<file path="config.mk">
export PLATFORM = sky130hd
export DESIGN_NAME = fifo_wr_arbiter_flat
export DESIGN_NICKNAME = d
export VERILOG_FILES = /design/src/rtl/npu_fifo_pkg.sv /design/src/rtl/fifo_wr_arbiter_if.sv /design/src/rtl/fifo_wr_arbiter_rr_pick.sv /design/src/rtl/fifo_wr_arbiter.sv /design/src/flat_wrapper.sv
export SDC_FILE = /design/constraint.sdc
export NUM_CORES = 1
export LEC_CHECK = 0
export CAP_MARGIN = 10
export CORE_ASPECT_RATIO = 1.75
export CORE_MARGIN = 2
export CORE_UTILIZATION = 45
export DETAILED_ROUTE_END_ITERATION = 16
export HOLD_SLACK_MARGIN = 0.05
export MAX_ROUTING_LAYER = met4
export PLACE_DENSITY = 0.83
export SLEW_MARGIN = 20
export SYNTH_ARGS = -nofsm -noshare
export SYNTH_HDL_FRONTEND = slang
export SYNTH_SLANG_ARGS = --single-unit
export TNS_END_PERCENT = 50
</file>
<file path="constraint.sdc">
create_clock -name clk -period 4.8 [get_ports clk]
set_clock_uncertainty 0.05 [all_clocks]
set_input_delay 0.96 -clock clk [delete_from_list [all_inputs] [get_ports clk]]
set_output_delay 0.96 -clock clk [all_outputs]
set_load 0.005 [all_outputs]
</file>
<file path="src/rtl/npu_fifo_pkg.sv">
// Shared NPU FIFO definitions: arbiter state encoding and the default FIFO geometry
// (the same DATA_WIDTH/DEPTH defaults the fifo block uses).
package npu_fifo_pkg;

    localparam logic [0:0] ARB_IDLE  = 1'b0;
    localparam logic [0:0] ARB_BURST = 1'b1;

    localparam int DEFAULT_DATA_WIDTH = 8;
    localparam int DEFAULT_DEPTH      = 128;

endpackage

</file>
<file path="src/rtl/fifo_wr_arbiter_if.sv">
// Requester and FIFO-write bundle of fifo_wr_arbiter. The master side holds the producers
// and the FIFO read-side mirror; the slave side is the arbiter.
interface fifo_wr_arbiter_if #(
    parameter int DATA_WIDTH = npu_fifo_pkg::DEFAULT_DATA_WIDTH,
    parameter int NUM_REQ    = 4
);
    logic [NUM_REQ-1:0]            req_valid;
    logic [NUM_REQ*DATA_WIDTH-1:0] req_data;
    logic [NUM_REQ-1:0]            req_ready;
    logic                          fifo_rd_en;
    logic                          fifo_empty;
    logic                          fifo_enable;
    logic                          fifo_wf_en;
    logic [DATA_WIDTH-1:0]         fifo_data_in;

    modport master (
        output req_valid, req_data, fifo_rd_en, fifo_empty,
        input  req_ready, fifo_enable, fifo_wf_en, fifo_data_in
    );

    modport slave (
        input  req_valid, req_data, fifo_rd_en, fifo_empty,
        output req_ready, fifo_enable, fifo_wf_en, fifo_data_in
    );
endinterface

</file>
<file path="src/rtl/fifo_wr_arbiter_rr_pick.sv">
// Wrap-around first-set-bit selector: returns the first set bit of req found scanning
// upward from ptr, modulo N.
module rr_pick #(
    parameter int N = 4,
    parameter int W = $clog2(N)
) (
    input  logic [N-1:0] req,
    input  logic [W-1:0] ptr,
    output logic [W-1:0] idx,
    output logic         found
);
    always_comb begin
        // NOTE: every output gets a default before the loop, so no path leaves it unassigned
        // and no latch is inferred.
        idx   = '0;
        found = 1'b0;
        // Scanning from the far end lets the candidate closest to ptr overwrite the others.
        for (int i = N - 1; i >= 0; i--) begin
            int j;
            j = int'(ptr) + i;
            if (j >= N) j = j - N;
            if (req[W'(j)]) begin
                idx   = W'(j);
                found = 1'b1;
            end
        end
    end
endmodule

</file>
<file path="src/rtl/fifo_wr_arbiter.sv">
// Round-robin burst write arbiter in front of one NPU fifo; tracks occupancy so it never
// writes a full FIFO. Define FIFO_ARB_PRIO0_EN to give requester 0 fixed priority in IDLE.
module fifo_wr_arbiter
    import npu_fifo_pkg::*;
#(
    parameter int DATA_WIDTH = DEFAULT_DATA_WIDTH,
    parameter int DEPTH      = DEFAULT_DEPTH,
    parameter int NUM_REQ    = 4,
    parameter int BURST_LEN  = 4
) (
    input  logic                       clk,
    input  logic                       rst,
    fifo_wr_arbiter_if.slave           bus,
    output logic [$clog2(NUM_REQ)-1:0] grant_id,
    output logic                       busy,
    output logic [$clog2(DEPTH+1)-1:0] level
);
    localparam int IDW = $clog2(NUM_REQ);
    localparam int LVW = $clog2(DEPTH + 1);
    localparam int BCW = $clog2(BURST_LEN) + 1;

    logic [0:0]            state_q, state_d;
    logic [IDW-1:0]        rr_ptr_q, rr_ptr_d;
    logic [IDW-1:0]        grant_id_q, grant_id_d;
    logic [BCW-1:0]        beat_cnt_q, beat_cnt_d;
    logic [LVW-1:0]        level_q, level_d;
    logic                  fifo_enable_q, fifo_enable_d;
    logic                  fifo_wf_en_q, fifo_wf_en_d;
    logic [DATA_WIDTH-1:0] fifo_data_in_q, fifo_data_in_d;

    logic                  not_full, grant_valid, accept, rd_fire;
    logic [DATA_WIDTH-1:0] grant_data;
    logic [IDW-1:0]        rr_idx, pick_idx, next_ptr;
    logic                  rr_found, pick_found;

    assign not_full    = level_q < LVW'(DEPTH);
    assign grant_valid = bus.req_valid[grant_id_q];
    assign grant_data  = bus.req_data[int'(grant_id_q)*DATA_WIDTH +: DATA_WIDTH];
    assign accept      = (state_q == ARB_BURST) && not_full && grant_valid;
    assign rd_fire     = bus.fifo_rd_en && !bus.fifo_empty;
    assign next_ptr    = (grant_id_q == IDW'(NUM_REQ - 1)) ? '0 : grant_id_q + 1'b1;

    rr_pick #(.N(NUM_REQ), .W(IDW)) u_rr_pick (
        .req   (bus.req_valid),
        .ptr   (rr_ptr_q),
        .idx   (rr_idx),
        .found (rr_found)
    );

`ifdef FIFO_ARB_PRIO0_EN
    assign pick_idx   = bus.req_valid[0] ? '0 : rr_idx;
    assign pick_found = rr_found;
`else
    assign pick_idx   = rr_idx;
    assign pick_found = rr_found;
`endif

    // Ready depends only on registered state, never on req_valid.
    always_comb begin
        bus.req_ready = '0;
        if (state_q == ARB_BURST && not_full) bus.req_ready[grant_id_q] = 1'b1;
    end

    always_comb begin
        state_d        = state_q;
        rr_ptr_d       = rr_ptr_q;
        grant_id_d     = grant_id_q;
        beat_cnt_d     = beat_cnt_q;
        level_d        = level_q;
        fifo_enable_d  = 1'b1;
        fifo_wf_en_d   = accept;
        fifo_data_in_d = accept ? grant_data : fifo_data_in_q;

        case (state_q)
            ARB_IDLE: begin
                if (pick_found) begin
                    grant_id_d = pick_idx;
                    beat_cnt_d = '0;
                    state_d    = ARB_BURST;
                end
            end
            default: begin
                if (accept) beat_cnt_d = beat_cnt_q + 1'b1;
                if (!grant_valid || (accept && beat_cnt_q == BCW'(BURST_LEN - 1))) begin
                    state_d = ARB_IDLE;
`ifdef FIFO_ARB_PRIO0_EN
                    if (grant_id_q != '0) rr_ptr_d = next_ptr;
`else
                    rr_ptr_d = next_ptr;
`endif
                end
            end
        endcase

        // A full stall holds the grant; beats counted here reach the FIFO one cycle later.
        case ({accept, rd_fire})
            2'b10:   if (level_q != LVW'(DEPTH)) level_d = level_q + 1'b1;
            2'b01:   if (level_q != '0)          level_d = level_q - 1'b1;
            default: level_d = level_q;
        endcase
    end

    always_ff @(posedge clk) begin
        // NOTE: sequential state uses non-blocking assignments so every flop samples the
        // pre-edge values, independent of statement order.
        if (!rst) begin
            state_q        <= ARB_IDLE;
            rr_ptr_q       <= '0;
            grant_id_q     <= '0;
            beat_cnt_q     <= '0;
            level_q        <= '0;
            fifo_enable_q  <= 1'b0;
            fifo_wf_en_q   <= 1'b0;
            fifo_data_in_q <= '0;
        end else begin
            state_q        <= state_d;
            rr_ptr_q       <= rr_ptr_d;
            grant_id_q     <= grant_id_d;
            beat_cnt_q     <= beat_cnt_d;
            level_q        <= level_d;
            fifo_enable_q  <= fifo_enable_d;
            fifo_wf_en_q   <= fifo_wf_en_d;
            fifo_data_in_q <= fifo_data_in_d;
        end
    end

    assign bus.fifo_enable  = fifo_enable_q;
    assign bus.fifo_wf_en   = fifo_wf_en_q;
    assign bus.fifo_data_in = fifo_data_in_q;
    assign grant_id         = grant_id_q;
    assign busy             = (state_q == ARB_BURST);
    assign level            = level_q;
endmodule

</file>
<file path="src/flat_wrapper.sv">
// flat-port wrapper written by rule: the top's interface ports become plain ports
module fifo_wr_arbiter_flat import npu_fifo_pkg::*;
#(
    parameter int DATA_WIDTH = DEFAULT_DATA_WIDTH,
    parameter int DEPTH      = DEFAULT_DEPTH,
    parameter int NUM_REQ    = 4,
    parameter int BURST_LEN  = 4
)
  (clk, rst, grant_id, busy, level, bus_req_valid, bus_req_data, bus_fifo_rd_en, bus_fifo_empty, bus_req_ready, bus_fifo_enable, bus_fifo_wf_en, bus_fifo_data_in);
  fifo_wr_arbiter_if #(.DATA_WIDTH(DATA_WIDTH), .NUM_REQ(NUM_REQ)) bus_i ();
  input  logic clk;
  input  logic rst;
  output logic [$clog2(NUM_REQ)-1:0] grant_id;
  output logic busy;
  output logic [$clog2(DEPTH+1)-1:0] level;
  input wire logic [$bits(bus_i.req_valid)-1:0] bus_req_valid;
  input wire logic [$bits(bus_i.req_data)-1:0] bus_req_data;
  input wire logic [$bits(bus_i.fifo_rd_en)-1:0] bus_fifo_rd_en;
  input wire logic [$bits(bus_i.fifo_empty)-1:0] bus_fifo_empty;
  output wire logic [$bits(bus_i.req_ready)-1:0] bus_req_ready;
  output wire logic [$bits(bus_i.fifo_enable)-1:0] bus_fifo_enable;
  output wire logic [$bits(bus_i.fifo_wf_en)-1:0] bus_fifo_wf_en;
  output wire logic [$bits(bus_i.fifo_data_in)-1:0] bus_fifo_data_in;
  assign bus_i.req_valid = bus_req_valid;
  assign bus_i.req_data = bus_req_data;
  assign bus_i.fifo_rd_en = bus_fifo_rd_en;
  assign bus_i.fifo_empty = bus_fifo_empty;
  assign bus_req_ready = bus_i.req_ready;
  assign bus_fifo_enable = bus_i.fifo_enable;
  assign bus_fifo_wf_en = bus_i.fifo_wf_en;
  assign bus_fifo_data_in = bus_i.fifo_data_in;
  fifo_wr_arbiter #(.DATA_WIDTH(DATA_WIDTH), .DEPTH(DEPTH), .NUM_REQ(NUM_REQ), .BURST_LEN(BURST_LEN)) u_core (.clk(clk), .rst(rst), .bus(bus_i), .grant_id(grant_id), .busy(busy), .level(level));
endmodule
</file>
==> run_results.csv, run 1 <==
group,metric,value,unit
timing,relSlewSlack,57.31,%
detailed_routing,drc,0,
worst_setup_path,timing.rr.start,"u_core.grant_id[1]",
cts,cts_tree,"yes",
power_and_ir_drop,powerDensity,244.1,nW/um^2
die,rows,30,
global_routing,grt_pass1_wl,6.465,mm
worst_hold_path,min_path_type,"register to register",
worst_setup_path,critical_path_required,4.94,ns
logic_synthesis,syn_avg_cell_area,9.264,um^2
logic_synthesis,synthArstFlopShare,0,%
placed_design,globalplace.congestion,0.7777,
final_layout,areaGrowthSynthToFinish,38.63,%
timing,worst_pin_slew,0.6397,ns
detailed_routing,initialDrtViolationCount,23,
worst_setup_path,cp.buffers_inverters,2,
final_layout,fill_cells,344,
cts,cts_buffers,3,
logic_synthesis,synth_nets,243,
die,die-area,4513,um^2
logic_synthesis,synth-edff-count,0,
logic_synthesis,synth_top_cell_by_area,"dfxtp_1",
worst_setup_path,path_cells,"clkdlybuf4s50_1 > mux4_2 > nand2_4 > ha_1 > buf_4 > xor2_1 > ha_1 > a21boi_0 > o22a_1 > a31o_2 > a22oi_2 > mux2i_1",
worst_setup_path,max_stage_delay,0.55,ns
timing,hold_viol,0,
timing,rsz0062_at_grt,"false",
logic_synthesis,synthTopCellsByArea,"dfxtp_1 (29%), mux4_2 (11%), mux2i_1 (8.4%), ha_1 (7.0%), nor2_1 (4.6%)",
final_layout,design_area,2479,um^2
cts,cts-root-buf,"clkbuf_8",
worst_setup_path,r2r_slack,1.60,ns
logic_synthesis,yosysUniqueCellTypes,50,
final_layout,fin_cells,297,
die,initial_core_util,46.70,%
die,die_y,87.39,um
timing,finalSetupTns,0,ns
worst_setup_path,reg2reg_depth,11,
global_routing,grt_max_degree,21,
worst_setup_path,path_max_fanout,18,
cts,clk_path_buf_depth,2,
worst_setup_path,end_kind,"register",
worst_hold_path,hold_depth,2,
logic_synthesis,netlist_top_cells_count,"dfxtp_1 (26), nor2_1 (22), mux2i_1 (15), nand2_1 (15), inv_1 (11)",
final_layout,multi_input_area,1146,um^2
worst_setup_path,critPathKind,"input port to register",
logic_synthesis,synth.most_common_cell,"dfxtp_1",
worst_setup_path,arrival,3.89,ns
worst_setup_path,startpoint,"bus_req_valid[3]",
placed_design,place_inst,293,
die,design.portCount,65,
logic_synthesis,synth_flop_cell,"dfxtp_1",
logic_synthesis,syn-cell-area,1788,um^2
logic_synthesis,synthCells,193,
final_layout,register_area,520.5,um^2
cts,holdBufCountCts,0,
detailed_routing,num_vias,1599,
cts,clkTransAtPathRegs,0.09,ns
timing,slew_violations,0,
placed_design,portBuffers,64,
detailed_routing,ant_nets,0,
detailed_routing,drt-total-wl,4.056,mm
cts,clock_sinks,26,
detailed_routing,dr.pass1.iters,4,
global_routing,first_global_vias,1492,
power_and_ir_drop,leakage,0.9966,nW
cts,postCtsSetupBuffers,0,
worst_setup_path,crit_cells,12,
cts,htreeDepth,1,
detailed_routing,drt-wirelength-per-cell,13.66,um
placed_design,post_dp_cell_area,2424,um^2
worst_setup_path,critical_path.top_delay_family,"compound AO/OA/AOI/OAI gates",
run_status,status,"finished, final reports clean",
logic_synthesis,ys_warn_count,0,
cts,post_cts_resized,0,
logic_synthesis,synth_top_area_share,29.11,%
detailed_routing,viasPerCell,5.384,
placed_design,dp_hpwl,3.151,mm
global_routing,track_usage,19.04,%
final_layout,drive_gt1_share,9.639,%
job,drv_cap,0,
worst_setup_path,cp_common_cell,"ha_1",
timing,fin_crit_sh,78.00,%
die,core,3829,um^2
final_layout,fin_nets,300,
cts,clock_latency,0.27,ns
timing,setup_viol,0,
global_routing,gr-total-overflow,0,
worst_setup_path,slowest_stage,"mux4_2",
timing,fin_crit,3.744,ns
worst_setup_path,cp-start-kind,"input port",
die,die_w,51.65,um
timing,fmax,0.2671,GHz
power_and_ir_drop,peakVddDrop,0.1789,mV
worst_hold_path,hold_path.startpoint,"u_core.beat_cnt_q[1]",
global_routing,antenna_found_initial,0,
logic_synthesis,postSynthRegisterBits,26,
final_layout,antenna_cells,0,
logic_synthesis,ys_seq_area_share,29.11,%
metal layers:
layer  routed length, um  global-route usage (%)  part of all wire (%)
met1                1569                   19.98                    39
met2                2237                   35.78                    55
met4                  74                   7.656                   1.8
met3                 175                   1.031                   4.3
met5                   0                       -                     0
area by class of cell:
cell class / count / share of cell area (%)
Multi-Input combinational cell: 142 / 46.24
Timing Repair Buffer: 66 / 26.45
Sequential cell: 26 / 21.00
Tap cell: 48 / 2.423
Clock buffer: 4 / 2.221
Inverter: 11 / 1.666
power breakdown:
group	internal (mW)	switching [mW]	leakage, nW	total, mW
logic	0.121	0.0827	0.755	0.204
registers	0.233	0.0279	0.212	0.261
clock network	0.0732	0.0664	0.0288	0.140
total	0.428	0.177	0.997	0.605
cell usage in the layout (no fill, tap or decap), types with 2 or more instances in the layout:
cell and count:
a21oi_1 10, mux2i_1 15, xnor2_1 3, nand2_1 15, nand2b_1 6, a31oi_1 2
dfxtp_1 26, mux4_2 9, o22ai_1 2, nor2b_1 4, nor2_1 22, inv_1 11
clkdlybuf4s50_1 64, buf_4 2, nand3_1 4, nor3_1 2, clkbuf_8 4, ha_1 10
nand3b_1 3, and2_1 4, xor2_1 2
kinds of logic after synthesis:
group,synth area share (%)
flip-flops,29.11
AO/OA/AOI/OAI,13.37
AND/OR/NAND/NOR,20.92
adder cells (fa/ha/maj),6.998
XOR/XNOR,2.450
multiplexers,20.36
buffers and inverters,6.788
state kept, by name (all words and copies together), names as in the netlist:
register,flops
u_core.bus.fifo_data_in,8
u_core.level,8
u_core.beat_cnt_q,3
u_core.grant_id,2
u_core.rr_ptr_q,2
u_core.bus.fifo_enable,1
u_core.bus.fifo_wf_en,1
u_core.busy,1
tightest hold or removal path: cells and delay by family, from the launching register on:
kind,cells,cell delay [ns]
flops,1,0.32
simple gates,1,0.06
compound gates,1,0.06
metrics by stage:
| stage | setup slack [ns] | power [mW] | util, % | hold slack (ns) |
|---|---|---|---|---|
| after floorplan | 1.149 | 0.3858 | - | 0.4016 |
| after global placement | 0.8544 | 0.4662 | 63.30 | 0.4073 |
| after detailed placement | 0.7932 | 0.4713 | 63.30 | 0.4254 |
| after CTS | 1.068 | 0.6111 | 64.74 | 0.4388 |
| after global routing | 0.9098 | 0.6405 | 64.74 | 0.4631 |
| final | 1.056 | 0.6050 | 64.74 | 0.4348 |
worst paths after layout:
kind | to
setup / recovery | u_core.level[6]
hold / removal | u_core.beat_cnt_q[1]
setup reg to reg | u_core.level[6]
hold reg to reg | u_core.beat_cnt_q[1]
(Power assumes the default switching activity.)
==> run 2: changes to the inputs <==
clock period = 3.5 ns   (was 4.8 ns; I/O delays follow)
==> run_results.csv, run 2 (same netlist as run 1, synthesis figures left out) <==
group,metric,value,unit
run_status,status,"finished, final reports clean",
worst_setup_path,cp-start-kind,"input port",
worst_setup_path,slowest_stage,"mux4_2",
detailed_routing,dr.pass1.iters,5,
final_layout,mostFrequentLayoutCells,"clkdlybuf4s50_1 (64), dfxtp_1 (26), nor2_1 (22), mux2i_1 (15), nand2_1 (15)",
cts,clock_sinks,26,
job,drv_cap,0,
detailed_routing,initialDrtViolationCount,34,
worst_setup_path,max_stage_delay,0.55,ns
final_layout,multi_input_area,1146,um^2
placed_design,post-place-ws,0.1250,ns
timing,worst_slack,0.4040,ns
global_routing,gr-total-overflow,0,
timing,hold_viol,0,
timing,rsz0062_at_grt,"false",
cts,post_cts_resized,0,
power_and_ir_drop,powerDensity,352.1,nW/um^2
worst_setup_path,end_kind,"register",
placed_design,portBuffers,64,
final_layout,fin_nets,303,
worst_setup_path,critical_path_required,3.66,ns
global_routing,antenna_found_initial,0,
die,core,3829,um^2
cts,clkTransAtPathRegs,0.09,ns
worst_hold_path,min_path_type,"register to register",
global_routing,grt_max_degree,21,
cts,clock_latency,0.27,ns
worst_setup_path,path_cells,"clkdlybuf4s50_1 > mux4_2 > nand2_4 > ha_1 > xor2_1 > ha_1 > a21boi_0 > o22a_1 > nand3_1 > a22oi_2 > mux2i_1",
detailed_routing,drt-wirelength-per-cell,13.34,um
global_routing,grt_use_met2,37.41,%
global_routing,use_met1,19.35,%
final_layout,drive_gt1_share,10.71,%
cts,htreeDepth,1,
detailed_routing,drc,0,
final_layout,antenna_cells,0,
global_routing,first_global_vias,1489,
die,die_y,87.39,um
die,rows,30,
timing,fin_crit_sh,88.46,%
global_routing,grt_pass1_wl,6.458,mm
timing,finalSetupTns,0,ns
final_layout,register_area,520.5,um^2
timing,worst_pin_slew,0.6214,ns
final_layout,areaGrowthSynthToFinish,40.80,%
placed_design,dp_hpwl,3.231,mm
cts,postCtsSetupBuffers,0,
placed_design,globalplace.congestion,0.8025,
worst_setup_path,critPathKind,"input port to register",
detailed_routing,ant_nets,0,
worst_setup_path,path_max_fanout,5,
cts,clk_path_buf_depth,2,
die,die_w,51.65,um
cts,holdBufCountCts,0,
power_and_ir_drop,leakage,1.018,nW
global_routing,met3_usage,1.890,%
timing,relSlewSlack,58.53,%
die,design.portCount,65,
cts,cts_buffers,3,
cts,cts_tree,"yes",
final_layout,final_common_cell,"clkdlybuf4s50_1",
timing,fin_crit,3.096,ns
timing,setup_viol,0,
worst_setup_path,cp_common_cell,"ha_1",
worst_setup_path,cp.buffers_inverters,1,
detailed_routing,viasPerCell,5.400,
final_layout,fill_cells,353,
global_routing,track_usage,19.33,%
global_routing,top_usage_layer,"met2",
timing,fmax,0.3230,GHz
detailed_routing,drt-total-wl,4.001,mm
worst_setup_path,critical_path.top_delay_family,"multiplexers",
die,initial_core_util,46.70,%
worst_setup_path,arrival,3.25,ns
worst_setup_path,r2r_slack,0.96,ns
detailed_routing,num_vias,1620,
power_and_ir_drop,peakVddDrop,0.2580,mV
cts,cts-root-buf,"clkbuf_8",
timing,slew_violations,0,
die,die-area,4513,um^2
[run 2: cell count changes in the layout (fill, tap and decap cells not counted), sizes merged]
cell,change
buf,+3
bufinv,+1
clkbuf,-1
[run 2: tightest hold or removal path, delay by kind of cell (launching register included)]
| family | cells | cell delay, ns |
|---|---|---|
| DFF | 1 | 0.33 |
| and+or+nand+nor | 1 | 0.07 |
| AOI/OAI and AO/OA | 1 | 0.06 |
[run 2: path summary, 6_finish.rpt]
| path | end | cells after the start | from |
|---|---|---|---|
| worst max register to register | u_core.level[6] | 10 | u_core.grant_id[0] |
| worst min register to register | u_core.beat_cnt_q[1] | 2 | u_core.beat_cnt_q[1] |
| worst max-delay path | u_core.level[6] | 11 | bus_req_valid[3] |
| worst min-delay path | u_core.beat_cnt_q[1] | 2 | u_core.beat_cnt_q[1] |
[run 2: metal layers]
metal | share of wire, % | wire length, um
met3 | 3.8 | 151
met5 | 0 | 0
met4 | 1.1 | 45
met1 | 35 | 1411
met2 | 60 | 2393
[run 2: report_power, final]
part	switching (mW)	internal (mW)	leakage (nW)	total [mW]
combinational	0.116	0.169	0.770	0.285
sequential	0.0341	0.320	0.212	0.354
clock	0.0944	0.153	0.0357	0.247
[run 2: area by class of cell]
| class | instances | share of cell area (%) |
|---|---|---|
| clock inverter | 1 | 1.193 |
| clock buffer | 3 | 1.640 |
| tap | 48 | 2.386 |
| inverter | 11 | 1.640 |
| sequential | 26 | 20.68 |
| multi-input combinational | 142 | 45.53 |
| timing repair buffer | 69 | 26.94 |
[run 2: stage by stage]
| stage | std cells | total power, mW | cell area, um^2 | hold slack, ns | util [%] |
|---|---|---|---|---|---|
| 6_report | 300 | 0.8864 | 2517 | 0.4494 | 65.75 |
| 5_1_grt | 300 | 0.9429 | 2517 | 0.4951 | 65.75 |
| 3_5_place_dp | 296 | 0.6489 | 2446 | 0.4369 | 63.89 |
| 4_1_cts | 300 | 0.9012 | 2517 | 0.4527 | 65.75 |
| 3_3_place_gp | 296 | 0.6441 | 2446 | 0.4105 | 63.89 |
| 2_1_floorplan | 193 | 0.5292 | 1788 | 0.4016 | - |
==> run 3: changes to the inputs <==
PLACE_DENSITY = 0.84   (was 0.83)
clock period = 2.9 ns   (was 3.5 ns; I/O delays follow)
==> run_results.csv, run 3 (same netlist as run 1, synthesis figures left out) <==
group,metric,value,unit
worst_setup_path,r2r_slack,0.39,ns
placed_design,post_dp_cell_area,2529,um^2
global_routing,first_global_vias,1650,
timing,hold_viol,0,
timing,holdWs,0.4270,ns
power_and_ir_drop,p_seq_share,41.3,%
power_and_ir_drop,power.switching,306.7,uW
global_routing,gr-total-overflow,0,
worst_setup_path,critPathKind,"input port to register",
placed_design,globalplace.congestion,0.7673,
worst_hold_path,hold_path.startpoint,"u_core.beat_cnt_q[1]",
cts,clk_path_buf_depth,2,
final_layout,mostFrequentLayoutCells,"clkdlybuf4s50_1 (60), dfxtp_1 (26), nor2_1 (22)",
final_layout,antenna_cells,0,
worst_setup_path,critical_path_required,3.05,ns
timing,worst_slack,0.2756,ns
global_routing,grt_max_degree,21,
detailed_routing,dr.pass1.iters,4,
power_and_ir_drop,power_frac_clock,22.3,%
die,rows,30,
final_layout,fin_util,68.53,%
global_routing,antenna_found_initial,0,
cts,cts_buffers,3,
power_and_ir_drop,leakage,1.098,nW
global_routing,grt_pass1_wl,7.162,mm
final_layout,drive_gt1_share,16.41,%
worst_setup_path,r2r_end,"u_core.level[6]",
cts,clock_latency,0.26,ns
worst_setup_path,cp-start-kind,"input port",
cts,cts-root-buf,"clkbuf_8",
die,die_y,87.39,um
worst_hold_path,min_path_type,"register to register",
final_layout,fill_cells,309,
worst_setup_path,end_kind,"register",
final_layout,fin_nets,313,
worst_setup_path,slowest_stage,"clkdlybuf4s50_1",
die,design.portCount,65,
die,initial_core_util,46.70,%
placed_design,portBuffers,64,
detailed_routing,viasPerCell,5.384,
worst_setup_path,reg2reg_depth,10,
final_layout,final_common_cell,"clkdlybuf4s50_1",
final_layout,areaGrowthSynthToFinish,46.75,%
detailed_routing,drt-wirelength-per-cell,14.06,um
placed_design,post-place-ws,-0.2010,ns
detailed_routing,ant_nets,0,
die,die-area,4513,um^2
die,core,3829,um^2
worst_setup_path,max_stage_delay,0.45,ns
detailed_routing,drt-total-wl,4.358,mm
global_routing,track_usage,21.31,%
timing,relSlewSlack,56.77,%
power_and_ir_drop,combPwrFrac,36.4,%
die,die_w,51.65,um
detailed_routing,initialDrtViolationCount,18,
power_and_ir_drop,powerDensity,395.2,nW/um^2
worst_hold_path,hold_end,"u_core.beat_cnt_q[1]",
worst_setup_path,timing.rr.start,"u_core.grant_id[0]",
power_and_ir_drop,peakVddDrop,0.4652,mV
placed_design,dp_hpwl,3.487,mm
power_and_ir_drop,intPower,730.3,uW
final_layout,design_area,2624,um^2
cts,clock_sinks,26,
timing,worst_pin_slew,0.6478,ns
worst_hold_path,hold_depth,2,
cts,clkTransAtPathRegs,0.09,ns
timing,fmax,0.3810,GHz
timing,rsz0062_at_grt,"false",
cts,htreeDepth,1,
job,drv_cap,0,
power_and_ir_drop,switching_share,29.57,%
worst_setup_path,arrival,2.78,ns
timing,fin_crit_sh,90.50,%
cts,cts_tree,"yes",
timing,fin_crit,2.624,ns
run_status,status,"finished, final reports clean",
worst_setup_path,path_cells,"clkdlybuf4s50_1 > nor2b_1 > ha_4 > xor2_1 > ha_2 > a21boi_2 > o22a_2 > a31o_4 > a22oi_2 > mux2i_1",
worst_setup_path,path_max_fanout,4,
timing,setup_viol,0,
timing,slew_violations,0,
cts,holdBufCountCts,0,
detailed_routing,num_vias,1669,
detailed_routing,drc,0,
## run 3: cell count changes in the layout (fill, tap and decap cells not counted), sizes merged
cell | before | now
clkbuf | 3 | 4
buf | 5 | 15
bufinv | 1 | 0
clkdlybuf4s50 | 64 | 60
dlymetal6s2s | 0 | 4
## run 3: stage by stage
step                total power, mW  cells  setup TNS (ns)
CTS                           1.039    309               0
global route                  1.104    310               0
floorplan                    0.6457    193         -0.1036
global placement             0.7950    305         -0.4483
detailed placement           0.8071    305         -0.7648
finish                        1.037    310               0
## run 3: worst max-delay path: cells and delay by family
kind / cells / cell delay (ns)
mux: 1 / 0.19
buf+inv: 1 / 0.45
simple gates: 1 / 0.33
fa+ha+maj: 2 / 0.38
xor+xnor: 1 / 0.06
compound gates: 4 / 0.77
## run 3: how the worst max path moves through the flow
stage,start,endpoint,slack (ns),cells after the start
after floorplan,bus_req_valid[3],u_core.level[6],-0.06,13
after global placement,bus_req_valid[3],u_core.level[6],-0.12,11
after detailed placement,bus_req_valid[3],u_core.level[6],-0.20,11
after CTS,bus_req_valid[3],u_core.level[6],0.08,11
after global routing,bus_fifo_rd_en,u_core.level[6],0.16,10
final,bus_fifo_rd_en,u_core.level[6],0.28,10
## run 3: final cells by class
cell class / instances / area (um^2) / area share [%]
Multi-Input combinational cell: 142 / 1184 / 45.11
Timing Repair Buffer: 79 / 763.2 / 29.09
Sequential cell: 26 / 520.5 / 19.84
Tap cell: 48 / 60.06 / 2.289
Clock buffer: 4 / 55.05 / 2.098
Inverter: 11 / 41.29 / 1.574
## run 3: power by group through the flow
stage          clock network (mW)  registers, mW  logic, mW
2_1_floorplan                   0          0.422      0.224
3_3_place_gp                    0          0.435      0.360
5_1_grt                     0.256          0.434      0.414
3_5_place_dp                    0          0.436      0.371
4_1_cts                     0.238          0.427      0.373
6_report                    0.231          0.428      0.377
## run 3: repair_timing
item,in CTS,in global routing
setup endpoints to repair,0,4
gates resized for setup,0,9
setup buffers,0,1
## run 3: per-layer routing
layer / share of wire, % / GRT usage [%]
met1: 35 / 20.78
met2: 60 / 42.31
met3: 2.6 / 1.546
met4: 1.6 / 6.938
met5: 0 / -
==> RTL change, RTL diff (flow settings as in run 3) <==
Reset style: asynchronous (`rst`), changed in one clocked block.
--- a/src/rtl/fifo_wr_arbiter.sv
+++ b/src/rtl/fifo_wr_arbiter.sv
@@ -100,7 +100,7 @@
         endcase
     end
 
-    always_ff @(posedge clk) begin
+    always_ff @(posedge clk or negedge rst) begin
         // NOTE: sequential state uses non-blocking assignments so every flop samples the
         // pre-edge values, independent of statement order.
         if (!rst) begin
Behaviour: differs if rst is asserted again (counterexample within 4 cycles, from zero or initial values and one cycle with rst low); with rst held inactive, the same outputs for 10 cycles.
==> RTL change against run 3 <==
Count of clock-buffer cells in the layout is the same. Via count shrank 5.8%. Area after synthesis shrank 0.56%. First-iteration DRC count grew 67%. Sequential cell count is the same. Global-route usage grew 0.71 points. Maximum frequency shrank 6.2%. Wire length grew 4.0%. Setup slack lost 0.17 ns. Final area is essentially flat. Critical path type unchanged.
Power is not compared: it rests on default switching activity, and its combinational part moved more than twofold at a synthesized area within 25%.
==> RTL change: results (changes against run 3) <==
=======================================================================================
Number of violations reported at the end of detailed-routing iteration 0             30   +12
Placement Setup Slack                                                         -0.233 ns   -0.0318 ns
Proportion of synthesized chip area in sequential cells                           36.6%   +7.5 points
Xor/xnor cell area share of the yosys netlist                                     4.43%   +2.0 points
Layout cell share with drive strength beyond 1                                    19.9%   +3.5 points
Synth Flop Type                                                                 dfrtp_1
Maximum number of pins on one net before global-route repair                         27   +29%
Largest cells by area after synthesis                                      dfrtp_1 37%, mux4_2 11%, mux2_2 8.2%, ha_1 7.0%, xor2_1 3.4%
Vias/cell                                                                          5.44   +1.1%
Peak per-stage delay on the critical path                                       0.54 ns   +0.09 ns
Synthesized netlist net count                                                       218   -10%
Result of the run                                                          finished, final reports clean
Distinct cell type count after synthesis                                             39   -22%
Nets                                                                                292   -6.7%
First-pass GRT wire length                                                      7.22 mm   +0.77%
Worst Reg-to-Reg Cells                                                                9   -1
Post-detail-place hpwl                                                          3.60 mm   +3.2%
Total of fill cells in the finished design                                          302   -2.3%
Fraction of the mapped netlist area in compound gates                             12.8%   -0.56 points
Reg-to-reg setup timing slack                                                   0.35 ns   -0.04 ns
Global-route usage over all layers                                                22.0%   +0.71 points
Worst flop-to-flop path startpoint                                         u_core.level[7]
Hold Crit Start                                                            u_core.beat_cnt_q[1]
First-pass DRT Iterations                                                             4   unchanged
CP max-delay cell                                                                mux4_2
Fraction of the mapped netlist area in adder cells                                7.04%   +0.039 points
Fraction of registers with async set/reset                                         100%   +100 points
Data arrival time at the worst-slack endpoint                                   2.96 ns   +0.18 ns
Detailed-route wire length                                                      4.53 mm   +4.0%
Via count of the first global-routing pass                                         1616   -2.1%
=======================================================================================
RTL change: metal layers:
layer  track usage [%]  up-vias  wire [um]
li1                  -      748          -
met3              3.78       14        279
met2              42.2       58       2560
met5                 -        -          0
met4              11.2        0        153
met1              19.6      753       1540
RTL change: final cells by class:
class	instances	area share [%]
sequential	26	24.8
multi-input combinational	123	40.5
tap	48	2.29
timing repair buffer	81	29.3
clock buffer	4	2.10
inverter	7	1.00
RTL change: cell families (layout without fill, tap and decap cells):
logic type / Yosys count / in the layout
adder cells (fa/ha/maj): 10 / 10
flip-flops: 26 / 26
AO/OA/AOI/OAI: 35 / 35
other: 1 / 1
buffers and inverters: 19 / 92
multiplexers: 23 / 23
XOR/XNOR: 9 / 9
AND/OR/NAND/NOR: 45 / 45
RTL change: repair_timing:
action | CTS | global route
setup endpoints to repair | 0 | 4
resized for setup | 0 | 4
setup buffers | 0 | 1
RTL change: worst max-delay path by stage:
| stage | startpoint | to | slack [ns] | depth (start not counted) |
|---|---|---|---|---|
| after floorplan | bus_req_valid[3] | u_core.level[7] | -0.01 | 11 |
| after global placement | bus_req_valid[3] | u_core.level[7] | -0.18 | 10 |
| after detailed placement | bus_req_valid[3] | u_core.level[7] | -0.23 | 10 |
| after CTS | bus_req_valid[3] | u_core.level[7] | 0.06 | 10 |
| after global routing | bus_req_valid[2] | u_core.level[7] | 0.007 | 10 |
| final | bus_req_valid[3] | u_core.level[7] | 0.10 | 10 |
RTL change: power by group:
part / internal (W) / switching (W)
Sequential: 0.000539 / 0.000225
Combinational: 0.000859 / 0.000570
Clock: 0.000122 / 0.000116
Total: 0.00152 / 0.000911
RTL change: critical path: cells and delay by family:
kind | cells | cell delay, ns
buffers and inverters | 2 | 0.48
XOR/XNOR | 1 | 0.16
AO/OA/AOI/OAI | 2 | 0.34
AND/OR/NAND/NOR | 2 | 0.44
adder cells (fa/ha/maj) | 1 | 0.16
multiplexers | 2 | 0.80
RTL change: metrics by stage:
step	hold WS (ns)	std cells	instance area (sq um)	utilization, %
after floorplan	0.234	168	1790	-
after global placement	0.433	284	2540	66.4
after detailed placement	0.444	284	2540	66.4
after CTS	0.467	288	2600	67.8
after global routing	0.484	289	2620	68.5
final	0.462	289	2620	68.5
